### src/rtl/sha256_pkg.sv
// Shared SHA-256 readout definitions: digest geometry, reader state
// encoding and the byte-reversal helper used for little-endian consumers.
package sha256_pkg;

  localparam int unsigned DIGEST_WORDS = 8;
  localparam int unsigned WORD_W       = 32;
  localparam int unsigned ADDR_W       = 6;

  // Reader FSM encoding, kept as plain 2-bit constants for compatibility
  // with the legacy netlists that probe the state register.
  typedef logic [1:0] rdr_state_t;

  localparam rdr_state_t ST_IDLE    = 2'd0;
  localparam rdr_state_t ST_CAPTURE = 2'd1;
  localparam rdr_state_t ST_SEND    = 2'd2;
  localparam rdr_state_t ST_DONE    = 2'd3;

  // Reverse the byte order of one 32-bit digest word.
  function automatic logic [31:0] byte_swap32(input logic [31:0] w);
    return {w[7:0], w[15:8], w[23:16], w[31:24]};
  endfunction

endpackage

### src/rtl/sha256_digest_reader_if.sv
// Valid/ready stream carrying digest words out of the reader.
// master: the reader (drives data, valid, last); slave: the KDF consumer.
interface sha256_digest_reader_if #(
  parameter int unsigned WORD_W = 32
) ();

  logic [WORD_W-1:0] dout;
  logic              dout_valid;
  logic              dout_ready;
  logic              dout_last;

  modport master (
    output dout,
    output dout_valid,
    output dout_last,
    input  dout_ready
  );

  modport slave (
    input  dout,
    input  dout_valid,
    input  dout_last,
    output dout_ready
  );

endinterface

### src/rtl/sha256_digest_reader.sv
// SHA-256 digest reader: after the address counter raises eoc, walks the
// counter through digest words 0..NUM_WORDS-1 with single-cycle rd strobes,
// registers each word from the core and presents it on a valid/ready stream.
// Optional build macro: DIGEST_BYTESWAP_EN -- captured words are
// byte-reversed for little-endian consumers (requires WORD_W == 32).
module sha256_digest_reader #(
  parameter int unsigned WORD_W    = sha256_pkg::WORD_W,
  parameter int unsigned NUM_WORDS = sha256_pkg::DIGEST_WORDS,
  parameter int unsigned IDX_W     = 3
) (
  input  logic                          clk,
  input  logic                          rst_n,
  input  logic                          eoc,
  input  logic [sha256_pkg::ADDR_W-1:0] addr,
  input  logic [WORD_W-1:0]             digest_word,
  output logic                          rd,
  sha256_digest_reader_if.master        stream,
  output logic                          done,
  output logic                          idx_err
);

  import sha256_pkg::*;

  localparam logic [IDX_W-1:0] LAST_IDX = IDX_W'(NUM_WORDS - 1);

  rdr_state_t        state;
  logic [IDX_W-1:0]  idx;
  logic [WORD_W-1:0] dout_q;
  logic              dout_valid_q;
  logic              dout_last_q;
  logic              done_q;
  logic              idx_err_q;
  logic [WORD_W-1:0] cap_word;
  logic              at_last;
  logic              unused_addr_hi;

  // Only the low index bits of the counter address are compared.
  assign unused_addr_hi = ^addr[ADDR_W-1:IDX_W];

  assign at_last = (idx == LAST_IDX);

`ifdef DIGEST_BYTESWAP_EN
  assign cap_word = byte_swap32(digest_word);
`else
  assign cap_word = digest_word;
`endif

  // Advance strobe: only when a non-final word is accepted while eoc still
  // holds, so the counter steps on the same edge the FSM returns to CAPTURE.
  always_comb begin
    rd = 1'b0;
    if (state == ST_SEND && eoc && stream.dout_ready && !at_last) begin
      rd = 1'b1;
    end
  end

  // Readout FSM, capture register and sticky index check.
  always_ff @(posedge clk or negedge rst_n) begin
    if (!rst_n) begin
      state        <= ST_IDLE;
      idx          <= '0;
      dout_q       <= '0;
      dout_valid_q <= 1'b0;
      dout_last_q  <= 1'b0;
      done_q       <= 1'b0;
      idx_err_q    <= 1'b0;
    end else begin
      done_q <= 1'b0;
      case (state)
        ST_IDLE: begin
          if (eoc) begin
            state <= ST_CAPTURE;
          end
        end

        ST_CAPTURE: begin
          if (!eoc) begin
            // Counter restarted early: drop the readout without a done pulse.
            state        <= ST_IDLE;
            idx          <= '0;
            dout_valid_q <= 1'b0;
            dout_last_q  <= 1'b0;
          end else begin
            dout_q       <= cap_word;
            dout_valid_q <= 1'b1;
            dout_last_q  <= at_last;
            if (addr[IDX_W-1:0] != idx) begin
              idx_err_q <= 1'b1;
            end
            state <= ST_SEND;
          end
        end

        ST_SEND: begin
          if (!eoc) begin
            state        <= ST_IDLE;
            idx          <= '0;
            dout_valid_q <= 1'b0;
            dout_last_q  <= 1'b0;
          end else if (stream.dout_ready) begin
            dout_valid_q <= 1'b0;
            if (at_last) begin
              // Counter is left parked on the final word; no rd here.
              dout_last_q <= 1'b0;
              done_q      <= 1'b1;
              idx         <= '0;
              state       <= ST_DONE;
            end else begin
              idx   <= idx + 1'b1;
              state <= ST_CAPTURE;
            end
          end
        end

        ST_DONE: begin
          // Hold until the counter is restarted so a stale digest is never
          // read twice.
          if (!eoc) begin
            state <= ST_IDLE;
          end
        end

        default: begin
          state <= ST_IDLE;
        end
      endcase
    end
  end

  assign stream.dout       = dout_q;
  assign stream.dout_valid = dout_valid_q;
  assign stream.dout_last  = dout_last_q;
  assign done              = done_q;
  assign idx_err           = idx_err_q;

endmodule

### src/flat_wrapper.sv
// flat-port wrapper written by rule: the top's interface ports become plain ports
module sha256_digest_reader_flat import sha256_pkg::*;
#(
  parameter int unsigned WORD_W    = sha256_pkg::WORD_W,
  parameter int unsigned NUM_WORDS = sha256_pkg::DIGEST_WORDS,
  parameter int unsigned IDX_W     = 3
)
  (clk, rst_n, eoc, addr, digest_word, rd, done, idx_err, stream_dout, stream_dout_valid, stream_dout_last, stream_dout_ready);
  sha256_digest_reader_if #(.WORD_W(WORD_W)) stream_i ();
  input  logic clk;
  input  logic rst_n;
  input  logic eoc;
  input  logic [sha256_pkg::ADDR_W-1:0] addr;
  input  logic [WORD_W-1:0] digest_word;
  output logic rd;
  output logic done;
  output logic idx_err;
  output wire logic [$bits(stream_i.dout)-1:0] stream_dout;
  output wire logic [$bits(stream_i.dout_valid)-1:0] stream_dout_valid;
  output wire logic [$bits(stream_i.dout_last)-1:0] stream_dout_last;
  input wire logic [$bits(stream_i.dout_ready)-1:0] stream_dout_ready;
  assign stream_dout = stream_i.dout;
  assign stream_dout_valid = stream_i.dout_valid;
  assign stream_dout_last = stream_i.dout_last;
  assign stream_i.dout_ready = stream_dout_ready;
  sha256_digest_reader #(.WORD_W(WORD_W), .NUM_WORDS(NUM_WORDS), .IDX_W(IDX_W)) u_core (.clk(clk), .rst_n(rst_n), .eoc(eoc), .addr(addr), .digest_word(digest_word), .rd(rd), .stream(stream_i), .done(done), .idx_err(idx_err));
endmodule
### config.mk
export PLATFORM = sky130hd
export DESIGN_NAME = sha256_digest_reader_flat
export DESIGN_NICKNAME = d
export VERILOG_FILES = /design/src/rtl/sha256_pkg.sv /design/src/rtl/sha256_digest_reader_if.sv /design/src/rtl/sha256_digest_reader.sv /design/src/flat_wrapper.sv
export SDC_FILE = /design/constraint.sdc
export NUM_CORES = 1
export LEC_CHECK = 0
export ABC_CLOCK_PERIOD_IN_PS = 1850
export BUFFER_PORTS_ARGS = -buffer_cell sky130_fd_sc_hd__buf_4
export CAP_MARGIN = 20
export CORE_UTILIZATION = 48
export CTS_CLUSTER_DIAMETER = 40
export DETAILED_ROUTE_END_ITERATION = 12
export PLACE_DENSITY = 0.83
export SYNTH_ARGS = -nofsm -noshare
export SYNTH_HDL_FRONTEND = slang
export SYNTH_SLANG_ARGS = --single-unit
export TNS_END_PERCENT = 5
### constraint.sdc
create_clock -name clk -period 1.85 [get_ports clk]
set_input_delay 0.0925 -clock clk [delete_from_list [all_inputs] [get_ports clk]]
set_output_delay 0.0925 -clock clk [all_outputs]
set_load 0.01 [all_outputs]
==> reports/qor.yml <==
drt:
  wirelength_mm: 3.88
  via_count: 1320
  drtIter0Drc: 63
  ant_nets: 0
  route.detailed.drc: 0
  viasPerCell: 5.12
  routedWlPerCell_um: 15.0
  dr.pass1.iters: 4
critical_path:
  worst-path-max-fanout: 9
  crit_family: "flip-flops"
  regToRegStartpoint: "u_core.state[0]"
  start_kind: "flip-flop"
  cp-end-kind: "flip-flop"
  cp_slowest_cell: "dfrtp_1"
  reg2reg_to: "u_core.state[1]"
  arrival_ns: 1.89
  crit_path_start: "u_core.state[0]"
  required_ns: 2.03
  r2r_cells: 5
  path_buf_inv: 1
  cpPeakStageDelay_ns: 0.41
  crit_chain: "inv_1 -> ha_1 -> nand2b_1 -> a31oi_4 -> mux2_2"
  r2r_setup_slack_ns: 0.14
  path_class: "reg -> reg"
floorplan:
  dieHeight_um: 65.3
  num_io_pins: 79
  rows: 22
  start_util: 0.513
  core_mm2: 0.00374
  fp.dieW_um: 65.3
  dieArea_mm2: 0.00426
timing:
  slew_headroom: 0.664
  period_needed_ns: 1.71
  skew_ns: 0.00532
  setup_slack_ns: 0.137
  hold_viol_final: 0
  drv_slew: 0
  fin_crit_sh: 0.926
  worst_pin_slew_ns: 0.505
  max_freq_ghz: 0.584
  setup_viol: 0
  finalSetupTns_ns: 0
  rsz0062_at_grt: "no"
final_layout:
  area_growth_syn_to_layout_pct: 36.5
  fill_cells: 275
  final_layout_size_suffix_gt1_frac: 0.576
  stdcell_count: 258
  final_core_util: 0.701
  nets: 258
  antenna_cells: 0
  mostFrequentLayoutCells: "buf_4, dfrtp_1, mux2_4, nand2_1, ha_1"
  final_common_cell: "buf_4"
hold_path:
  hold_end: "u_core.stream.dout_valid"
  hold_depth: 2
  hp-start: "stream_dout_ready"
  hp-class: "in -> reg"
yosys:
  async_flop_share: 1.00
  yosys_register_bits: 41
  ys.flop_type: "dfrtp_1"
  avgSynthCellArea_um2: 14.9
  yosysTopAreaCell: "dfrtp_1"
  netlist_area_mm2: 0.00192
  synth_fp_nets: 178
  synthTopCellsByArea: "dfrtp_1, mux2_4, ha_1"
  synth_edf_count: 0
  synth_top_area_share: 0.534
  seq_area_frac_synth: 0.534
  synth_cell_type_count: 25
  ys_warn_count: 0
  syn_inst: 129
placement:
  gp_congestion: 0.701
  dp_cells: 249
  hpwlAfterDp_mm: 2.87
  port_buffers: 75
  pre_cts_ws_ns: 0.161
outcome:
  status: "complete, no violations"
cts:
  clock-root-buffer: "clkbuf_8"
  cts_made_buffers: 5
  htreeDepth: 2
  insertion_delay_ns: 0.29
  cts_setup_buffers: 0
  cts.sinks: 41
  cts_tree: "yes"
  cts-resized-gates: 0
  max-clock-path-buffers: 2
  clk_pin_slew_worst_paths_ns: 0.08
global_route:
  track_usage: 0.196
  grt_antenna_before_repair: 0
  grt_pass1_vias: 1312
  grt_pass1_wl_mm: 6.20
  grt_max_degree: 42
  overflow: 0
power:
  p_per_area_mw_per_mm2: 1640
  p_leak_nw: 1.37
  vdd_drop_max_v: 0.000941
  total_power_mw: 4.31
job:
  drv_cap: 0
==> registers in the layout, indices dropped and copies added, names as in the netlist <==
name,flops
u_core.state,2
u_core.stream.dout_last,1
u_core.done,1
u_core.stream.dout_valid,1
u_core.idx,3
u_core.stream.dout,32
u_core.idx_err,1
==> stage by stage <==
step	hold WS, ns	instance area [µm²]
after floorplan	-0.203	1920
after global placement	0.0889	2520
after detailed placement	0.102	2520
after CTS	0.0137	2620
after global routing	0.0107	2620
final	0.0241	2620
==> cell usage after synthesis (all sizes together), types with 2 or more instances <==
library cell / n
xor2: 3
a21oi: 2
inv: 6
mux2: 33
a31oi: 2
nand2: 8
o211ai: 5
ha: 7
nor2: 3
o22ai: 2
buf: 6
nor3: 2
mux2i: 2
dfrtp: 41
==> layer usage <==
layer  global-route usage  vias to the layer above  wire (µm)
li1                     -                      605          -
met1                0.236                      650       1530
met2                0.314                       55       1960
met3               0.0556                       10        263
met4                0.109                        0        119
met5                    0                        -          0
==> worst register-to-register path, delay by kind of cell (launching register included) <==
kind                     cells  cell delay [ns]
AO/OA/AOI/OAI                1             0.22
adder cells (fa/ha/maj)      1             0.33
buffers and inverters        1             0.14
flip-flops                   1             0.41
multiplexers                 1             0.35
AND/OR/NAND/NOR              1             0.15
==> how the worst max path moves through the flow <==
stage                            to  slack, ns  depth (start not counted)
floorplan           u_core.state[1]       0.35                          6
global placement    u_core.state[1]       0.24                          5
finish              u_core.state[1]       0.14                          5
CTS                 u_core.state[1]       0.15                          5
detailed placement  u_core.state[1]       0.16                          5
global route        u_core.state[1]       0.05                          5
==> timing repair <==
action / 4_1_cts / 5_1_grt
endpoints found under the hold margin: 41 / 0
setup endpoints to repair: 0 / 0
hold buffers: 1 / 0
==> logic make-up (layout without fill, tap and decap cells) <==
logic type,Yosys count,after routing,synth area share
XOR/XNOR,3,3,0.0137
flip-flops,41,41,0.534
AO/OA/AOI/OAI,13,13,0.0540
buffers and inverters,12,93,0.0449
adder cells (fa/ha/maj),7,7,0.0456
AND/OR/NAND/NOR,18,18,0.0475
multiplexers,35,35,0.260
==> where the power goes <==
group	total [mW]	leakage, nW	internal [mW]	switching [mW]
combinational	2.12	0.832	1.28	0.835
sequential	1.59	0.491	1.32	0.269
clock	0.606	0.0512	0.302	0.303
==> area by class of cell <==
cell class | count | area (µm²) | share of cell area
Sequential cell | 41 | 1030 | 0.391
Multi-Input combinational cell | 76 | 810 | 0.309
Timing Repair Buffer | 79 | 608 | 0.232
Clock buffer | 6 | 82.6 | 0.0315
Tap cell | 48 | 60.1 | 0.0229
Inverter | 6 | 22.5 | 0.00859
Clock inverter | 2 | 13.8 | 0.00525
No activity file was read; power rests on OpenSTA's default activity.
